**src/rtl/background_sequencer_if.sv**
```systemverilog
// Host configuration write port of the background sequencer.
// The host drives valid/addr/data; the sequencer answers with ready.
interface background_sequencer_if;
    logic       cfg_valid;
    logic       cfg_ready;
    logic [2:0] cfg_addr;
    logic [7:0] cfg_data;

    modport master (
        output cfg_valid,
        output cfg_addr,
        output cfg_data,
        input  cfg_ready
    );

    modport slave (
        input  cfg_valid,
        input  cfg_addr,
        input  cfg_data,
        output cfg_ready
    );
endinterface

```
**src/rtl/background_sequencer.sv**
```systemverilog
// Frame-synchronous playlist and time-base sequencer for the background generator.
// Host writes land in staging and reach the active copy only at a frame-boundary commit.
module background_sequencer #(
    parameter int unsigned NUM_SLOTS = 4
) (
    input  logic                  clk,
    input  logic                  rst_n,
    background_sequencer_if.slave cfg,
    input  logic                  frame_start,
    input  logic                  enable,
    output logic [1:0]            bg_select,
    output logic [7:0]            cur_time,
    output logic [1:0]            slot,
    output logic                  update
);

    typedef enum logic [1:0] {
        IDLE,
        PLAY,
        APPLY
    } state_e;

    state_e     state_q, state_d;
    logic [7:0] stg_slot_q [NUM_SLOTS];
    logic [7:0] stg_ctrl_q;
    logic [7:0] act_slot_q [NUM_SLOTS];
    logic [7:0] act_ctrl_q;
    logic       dirty_q, dirty_d;
    logic [1:0] slot_q, slot_d;
    logic [5:0] frame_cnt_q, frame_cnt_d;
    logic [3:0] div_cnt_q, div_cnt_d;
    logic [7:0] time_q, time_d;

    logic       ready;
    logic       wr_fire, wr_slot, wr_ctrl, wr_hit;
    logic       commit, step;
    logic [5:0] cur_dur;
    logic       act_loop, act_freeze;
    logic [1:0] act_len;
    logic [3:0] act_speed;

    assign ready      = (state_q != APPLY);
    assign cur_dur    = act_slot_q[slot_q][7:2];
    assign act_loop   = act_ctrl_q[7];
    assign act_freeze = act_ctrl_q[6];
    assign act_len    = act_ctrl_q[5:4];
    assign act_speed  = act_ctrl_q[3:0];

    always_comb begin
        wr_fire = cfg.cfg_valid && ready;
        wr_slot = wr_fire && !cfg.cfg_addr[2];
        wr_ctrl = wr_fire && (cfg.cfg_addr == 3'd4);
        wr_hit  = wr_slot || wr_ctrl;
        commit  = frame_start && dirty_q && (state_q != APPLY);
        step    = frame_start && !dirty_q && (state_q == PLAY) && enable;

        state_d     = enable ? PLAY : IDLE;
        dirty_d     = dirty_q || wr_hit;
        slot_d      = slot_q;
        frame_cnt_d = frame_cnt_q;
        div_cnt_d   = div_cnt_q;
        time_d      = time_q;

        if (commit) begin
            // A write accepted alongside the commit misses this copy, so it stays pending.
            state_d     = APPLY;
            dirty_d     = wr_hit;
            slot_d      = '0;
            frame_cnt_d = '0;
            div_cnt_d   = '0;
        end else if (step) begin
            if (frame_cnt_q != cur_dur) begin
                frame_cnt_d = frame_cnt_q + 6'd1;
            end else if (slot_q != act_len) begin
                slot_d      = slot_q + 2'd1;
                frame_cnt_d = '0;
            end else if (act_loop) begin
                slot_d      = '0;
                frame_cnt_d = '0;
            end
            // Without loop_en the last slot is held with frame_cnt parked at dur.

            if (!act_freeze) begin
                if (div_cnt_q == act_speed) begin
                    div_cnt_d = '0;
                    time_d    = time_q + 8'd1;
                end else begin
                    div_cnt_d = div_cnt_q + 4'd1;
                end
            end
        end
    end

    always_ff @(posedge clk) begin
        if (!rst_n) begin
            state_q     <= IDLE;
            dirty_q     <= 1'b0;
            slot_q      <= '0;
            frame_cnt_q <= '0;
            div_cnt_q   <= '0;
            time_q      <= '0;
            stg_ctrl_q  <= '0;
            act_ctrl_q  <= '0;
            for (int unsigned i = 0; i < NUM_SLOTS; i++) begin
                stg_slot_q[i] <= '0;
                act_slot_q[i] <= '0;
            end
        end else begin
            state_q     <= state_d;
            dirty_q     <= dirty_d;
            slot_q      <= slot_d;
            frame_cnt_q <= frame_cnt_d;
            div_cnt_q   <= div_cnt_d;
            time_q      <= time_d;

            if (wr_slot) begin
                stg_slot_q[cfg.cfg_addr[1:0]] <= cfg.cfg_data;
            end
            if (wr_ctrl) begin
                stg_ctrl_q <= cfg.cfg_data;
            end
            if (commit) begin
                act_ctrl_q <= stg_ctrl_q;
                for (int unsigned i = 0; i < NUM_SLOTS; i++) begin
                    act_slot_q[i] <= stg_slot_q[i];
                end
            end
        end
    end

    assign cfg.cfg_ready = ready;
    assign update        = (state_q == APPLY);
    assign bg_select     = act_slot_q[slot_q][1:0];
    assign cur_time      = time_q;
    assign slot          = slot_q;

endmodule

```
**src/flat_wrapper.sv**
```systemverilog
// flat-port wrapper written by rule: the top's interface ports become plain ports
module background_sequencer_flat 
#(
    parameter int unsigned NUM_SLOTS = 4
)
  (clk, rst_n, frame_start, enable, bg_select, cur_time, slot, update, cfg_cfg_valid, cfg_cfg_addr, cfg_cfg_data, cfg_cfg_ready);
  background_sequencer_if cfg_i ();
  input  logic clk;
  input  logic rst_n;
  input  logic frame_start;
  input  logic enable;
  output logic [1:0] bg_select;
  output logic [7:0] cur_time;
  output logic [1:0] slot;
  output logic update;
  input wire logic [$bits(cfg_i.cfg_valid)-1:0] cfg_cfg_valid;
  input wire logic [$bits(cfg_i.cfg_addr)-1:0] cfg_cfg_addr;
  input wire logic [$bits(cfg_i.cfg_data)-1:0] cfg_cfg_data;
  output wire logic [$bits(cfg_i.cfg_ready)-1:0] cfg_cfg_ready;
  assign cfg_i.cfg_valid = cfg_cfg_valid;
  assign cfg_i.cfg_addr = cfg_cfg_addr;
  assign cfg_i.cfg_data = cfg_cfg_data;
  assign cfg_cfg_ready = cfg_i.cfg_ready;
  background_sequencer #(.NUM_SLOTS(NUM_SLOTS)) u_core (.clk(clk), .rst_n(rst_n), .cfg(cfg_i), .frame_start(frame_start), .enable(enable), .bg_select(bg_select), .cur_time(cur_time), .slot(slot), .update(update));
endmodule
```
**config.mk**
```make
export PLATFORM = sky130hd
export DESIGN_NAME = background_sequencer_flat
export DESIGN_NICKNAME = d
export VERILOG_FILES = /design/src/rtl/background_sequencer_if.sv /design/src/rtl/background_sequencer.sv /design/src/flat_wrapper.sv
export SDC_FILE = /design/constraint.sdc
export NUM_CORES = 1
export LEC_CHECK = 0
export CELL_PAD_IN_SITES_DETAIL_PLACEMENT = 1
export CELL_PAD_IN_SITES_GLOBAL_PLACEMENT = 2
export CORE_AREA = 2 2 106 108
export DETAILED_ROUTE_END_ITERATION = 7
export DIE_AREA = 0 0 108 110
export PLACE_DENSITY_LB_ADDON = 0.15
export SETUP_SLACK_MARGIN = 0.15
export SLEW_MARGIN = 20
export SYNTH_ARGS = -nofsm -noshare
export SYNTH_HDL_FRONTEND = slang
export SYNTH_SLANG_ARGS = --single-unit
```
**constraint.sdc**
```tcl
create_clock -name clk -period 6.5 [get_ports clk]
set_input_delay 1.95 -clock clk [delete_from_list [all_inputs] [get_ports clk]]
set_output_delay 1.95 -clock clk [all_outputs]
set_load 0.1 [all_outputs]
```
# --- After elaboration in Yosys (flattened, before gate mapping) ---
# Memories as Yosys holds them, arrays and structs flattened. A register that Yosys moved wholly into a read port is not among the register bits.
# Cells that the tools add are included.
word_totals:
  in_bits: 16
  elab_cells: 75
  output_inout_bits: 14
  ff_bits: 39
  memories: 2
  mem_bits_rw: 64
classes:
  n_addsub: 4
  bitwise: 8
  n_mux: 25
  eq_ne: 7
  n_reduce_logical: 20
memory_table:
  columns: ["memory", "words", "word_bits", "read_ports", "rd_ports_with_merged_regs", "write_ports", "line_no", "rtl"]
  rows:
  - ["u_core.act_slot_q", 4, 8, 1, 1, 4, "background_sequencer.sv:26", "logic [7:0] act_slot_q [NUM_SLOTS];"]
  - ["u_core.stg_slot_q", 4, 8, 4, 0, 4, "background_sequencer.sv:24", "logic [7:0] stg_slot_q [NUM_SLOTS];"]
ops:
  columns: ["operator", "n"]
  rows:
  - ["two-way mux 8 bit", 5]
  - ["two-way mux 6 bit", 3]
  - ["two-way mux 2 bit", 6]
  - ["two-way mux 1 bit", 10]
  - ["adder 8 x 1 -> 8 bit (second input constant)", 1]
  - ["logical AND 1 bit", 8]
  - ["OR reduction 8 bit", 1]
  - ["adder 6 x 1 -> 6 bit (second input constant)", 1]
  - ["!= test 6 bit", 1]
  - ["adder 4 x 1 -> 4 bit (second input constant)", 1]
  - ["== test 4 bit", 1]
  - ["two-way mux 4 bit", 1]
  - ["inverter 1 bit", 4]
  - ["bitwise OR 1 bit", 4]
  - ["AND reduction 2 bit", 2]
  - ["AND reduction 4 bit", 1]
  - ["== test 3 bit (second input constant)", 1]
  - ["AND reduction 3 bit", 1]
  - ["nonzero test 3 bit", 1]
  - ["adder 2 x 1 -> 2 bit (second input constant)", 1]
  - ["== test 2 x 1 -> 1 bit (second input constant)", 1]
  - ["== test 2 bit (second input constant)", 1]
  - ["zero test 1 bit", 2]
  - ["logical OR 1 bit", 2]
  - ["4 further kinds", 4]

# --- Longest topological paths before layout ---
depth:
  word_depth: 8
  ltp_mapped: 7

# --- Least setup slack after synthesis ---
# Ideal clock, no wire load.
synth_timing:
  path_type: "flip-flop to output port"
  start: "reg u_core.state_q[0]"
  end: "out update"
  path_buffers: 1
  path_stages_with_launch: 4
  setup_slack_ns: 2.394
  t_arrival_ns: 2.156
  path_cell_list: "dfxtp_1 > nand2b_1 > clkbuf_1 > inv_1"
synth_via:
  elab_chain_len: 1
synth_lines:
  columns: ["item", "line_no", "rtl"]
  rows:
  - ["from (decl)", "background_sequencer.sv:23", "state_e state_q, state_d;"]
  - ["from (signal assigned)", "background_sequencer.sv:109", "state_q <= state_d;"]
  - ["== test 2 bit", "background_sequencer.sv:132", "assign update = (state_q == APPLY);"]
  - ["to (decl)", "flat_wrapper.sv:15", "output logic update;"]
# Every way passes these cells.

==> flow_summary_export.csv <==
group,metric,value,unit
outcome,status,"finished, final reports clean",
detailed_routing,routed_wl,10.13,mm
cts,clock_latency,0.37,ns
worst_setup_path,crit_path_cell_trace,"mux4_1 > clkdlybuf4s50_1",
floorplanning,boundaryPins,30,
timing,tightest_slew,0.9709,ns
yosys,synthAdderAreaFrac,0.8340,%
timing,skew,0.009040,ns
yosys,ys_seq_area_share,60.94,%
detailed_routing,route.detailed.drc,0,
yosys,ys_warn_count,0,
min_path,min_path_cells,2,
worst_setup_path,crit_arrival,2.63,ns
yosys,synth_cells,375,
power,p_leak,1.975,nW
cts,path_clk_slew,0.10,ns
layout,final_layout_size_suffix_gt1_share,7.125,%
global_route,antenna_found_initial,0,
floorplanning,die_h,110,um
place,port_buffers,29,
yosys,synth_xor_area_share,3.864,%
detailed_routing,drt_first_pass_iters,4,
cts,postCtsSetupRepairBufs,0,
min_path,min_path_type,"flop to flop",
power,totalPowerFinal,1.201,mW
cts,cts_tree,"done",
detailed_routing,wl_per_cell,18.52,um
worst_setup_path,critical_path_buf_inv_count,1,
cts,postCtsHoldBufs,0,
yosys,yosys.cell_types.count,41,
cts,cts_root_buf,"clkbuf_8",
layout,post-route-util,47.70,%
worst_setup_path,r2r.worst_path.cells,5,
global_route,grt_pass1_vias,3064,
detailed_routing,m1WireLength,4.867,mm
timing,min_period,4.580,ns
layout,num-nets-final,421,
timing,fmaxAchievable,0.2183,GHz
yosys,synth_top_family_by_area,"simple AND/OR/NAND/NOR gates",
detailed_routing,vias,2932,
timing,rsz0062_at_grt,"no",
floorplanning,placementRows,38,
timing,setup_viol_count_final,0,
detailed_routing,via_per_inst,5.360,
worst_setup_path,end_kind,"primary output",
timing,timing.final.crit_share,70.46,%
yosys,syn-cell-area,4501,um2
detailed_routing,final_antenna_net_count,0,
global_route,grt_usage,18.03,%
floorplanning,die_x,108,um
place,place_congestion,0.7537,
cts,cts.sinks,105,
floorplanning,dieArea,11880,um2
run,drv_cap,0,
yosys,syn_area_per_cell,12.00,um2
floorplanning,design.core.area,10700,um2
cts,clockBufferDepth,2,
timing,hold_ws,0.4617,ns
worst_setup_path,crit_cells,2,
global_route,grt-ovfl-total,0,
place,dpl.hpwl,7.250,mm
layout,diodes,0,
worst_setup_path,slowest_delay,0.98,ns
floorplanning,start_util,42.07,%
yosys,synth_compound_area_share,6.061,%
power,power_density,235.4,nW/um2
yosys,ys_seq_elements,105,
worst_setup_path,cpLargestDelayFamily,"buffers and inverters",
yosys,syn_nets,394,
timing,max_slew_margin,35.07,%
detailed_routing,wl_met3,185,um
detailed_routing,wl_met2,4.935,mm
global_route,grt_max_degree,41,
detailed_routing,top_layer,"met4",
layout,area_delta_synth_final,13.37,%
timing,setup_tns,0,ns
worst_setup_path,setup.worst_path.start_class,"flop",
timing,drv_slew,0,
global_route,grt_pass1_wl,15.99,mm
yosys,muxShareOfSynthArea,6.422,%
worst_setup_path,critical_path_class,"flop to primary output",
cts,cts_max_level,3,
power,ir_drop,0.08791,mV
yosys,synth-simple-area-share,19.18,%
cts,cts_buffers,9,
detailed_routing,drtIter0Drc,136,
worst_setup_path,path_max_fanout,8,
timing,hold_viol_final,0,
worst_setup_path,cp_slowest_cell,"clkdlybuf4s50_1",
cts,cts_resized,0,
worst_setup_path,cp.required,4.55,ns
[sequential cells by signal (all words and copies together) (netlist names), named ones only]
name                flops
u_core.stg_ctrl_q       8
u_core.stg_slot_q      32
u_core.frame_cnt_q      6
u_core.act_ctrl_q       8
u_core.slot             2
u_core.dirty_q          1
u_core.act_slot_q      32
u_core.cur_time         8
u_core.div_cnt_q        4
u_core.state_q          2
[power breakdown]
group / total [mW] / internal, mW / switching [mW]
sequential: 0.741 / 0.731 / 0.00948
combinational: 0.0854 / 0.0282 / 0.0573
clock: 0.375 / 0.142 / 0.233
[final timing paths]
kind / from / to / slack [ns]
hold / removal: u_core.stg_ctrl_q[2] / u_core.act_ctrl_q[2] / 0.46
setup / recovery: flop / bg_select[1] / 1.92
hold reg to reg: u_core.stg_ctrl_q[2] / u_core.act_ctrl_q[2] / 0.46
setup reg to reg: flop / u_core.slot[1] / 3.53
[through the flow]
step | setup slack (ns) | std cells | cell area, um2
floorplan | 2.394 | 375 | 4501
global placement | 1.997 | 531 | 4931
detailed placement | 1.865 | 531 | 4931
CTS | 1.876 | 547 | 5101
global route | 1.838 | 547 | 5102
finish | 1.920 | 547 | 5102
[per-layer routing]
metal | global-route usage (%) | vias up
li1 | - | 1422
met1 | 24.07 | 1464
met2 | 30.46 | 34
met3 | 2.352 | 12
met4 | 6.319 | 0
met5 | 0 | -
[tightest hold or removal path: stages (launching register included)]
cell and delay, ns:
dfxtp_1 0.32, nand2_1 0.05, a21oi_1 0.05
[kinds of logic (layout without fill, tap and decap cells)]
group                      count (synthesis)  count (layout)
buffers and inverters                     30              62
adders and majority gates                  3               3
AOI/OAI and AO/OA                         42              42
and+or+nand+nor                          159             159
DFF                                      105             105
muxes                                     17              17
xor gates and xnor gates                  19              19
[placed cells by master, fill, tap and decap left out, types with 3 or more instances in the layout]
| cell | n |
|---|---|
| edfxtp_1 | 64 |
| clkdlybuf4s50_1 | 29 |
| xor2_1 | 5 |
| mux4_2 | 3 |
| a31oi_1 | 3 |
| nand4_1 | 6 |
| o21ai_0 | 7 |
| dfxtp_1 | 41 |
| nand2b_1 | 7 |
| o2111ai_1 | 3 |
| ha_1 | 3 |
| buf_4 | 6 |
| and3_1 | 41 |
| or3_1 | 5 |
| nand2_1 | 28 |
| nand3_1 | 7 |
| nor2_1 | 22 |
| nor4_1 | 5 |
| mux4_1 | 5 |
| mux2i_1 | 9 |
| xnor2_1 | 13 |
| clkbuf_8 | 9 |
| nor3_1 | 5 |
| and2_1 | 25 |
| inv_1 | 11 |
| inv_6 | 3 |
| nand3b_1 | 3 |
| a21oi_1 | 13 |
[synth_stat cells, drive strengths merged]
cell type | instances | area (um2)
edfxtp | 64 | 1922
and3 | 42 | 262.8
dfxtp | 41 | 820.8
nand2 | 28 | 105.1
and2 | 25 | 156.4
nor2 | 22 | 82.58
clkbuf | 17 | 63.81
xnor2 | 14 | 130.1
a21oi | 13 | 65.06
inv | 11 | 41.29
mux2i | 9 | 90.09
mux4 | 8 | 198.9
o21ai | 8 | 40.04
nand2b | 7 | 43.79
nand3 | 7 | 35.03
nand4 | 6 | 37.54
nor3 | 5 | 25.02
nor4 | 5 | 31.28
or3 | 5 | 31.28
xor2 | 5 | 43.79
a31oi | 3 | 18.77
ha | 3 | 37.54
nand3b | 3 | 22.52
o2111ai | 3 | 26.28
a211o | 2 | 17.52
a21o | 2 | 17.52
buf | 2 | 16.26
o211ai | 2 | 15.01
o221ai | 2 | 17.52
o22ai | 2 | 12.51
or2 | 2 | 12.51
a21boi | 1 | 7.510
and4 | 1 | 8.760
nor4b | 1 | 8.760
o21a | 1 | 7.510
o31a | 1 | 8.760
o31ai | 1 | 7.510
o41a | 1 | 11.26
[cell type report]
type | instances | area (um2)
Clock buffer | 10 | 127.6
Timing Repair Buffer | 35 | 335.3
Multi-Input combinational cell | 240 | 1638
Tap cell | 140 | 175.2
Fill cell | 1131 | 5595
Sequential cell | 105 | 2743
Clock inverter | 6 | 42.54
Inverter | 11 | 41.29
Note: power is estimated with default switching activity, not from simulation.
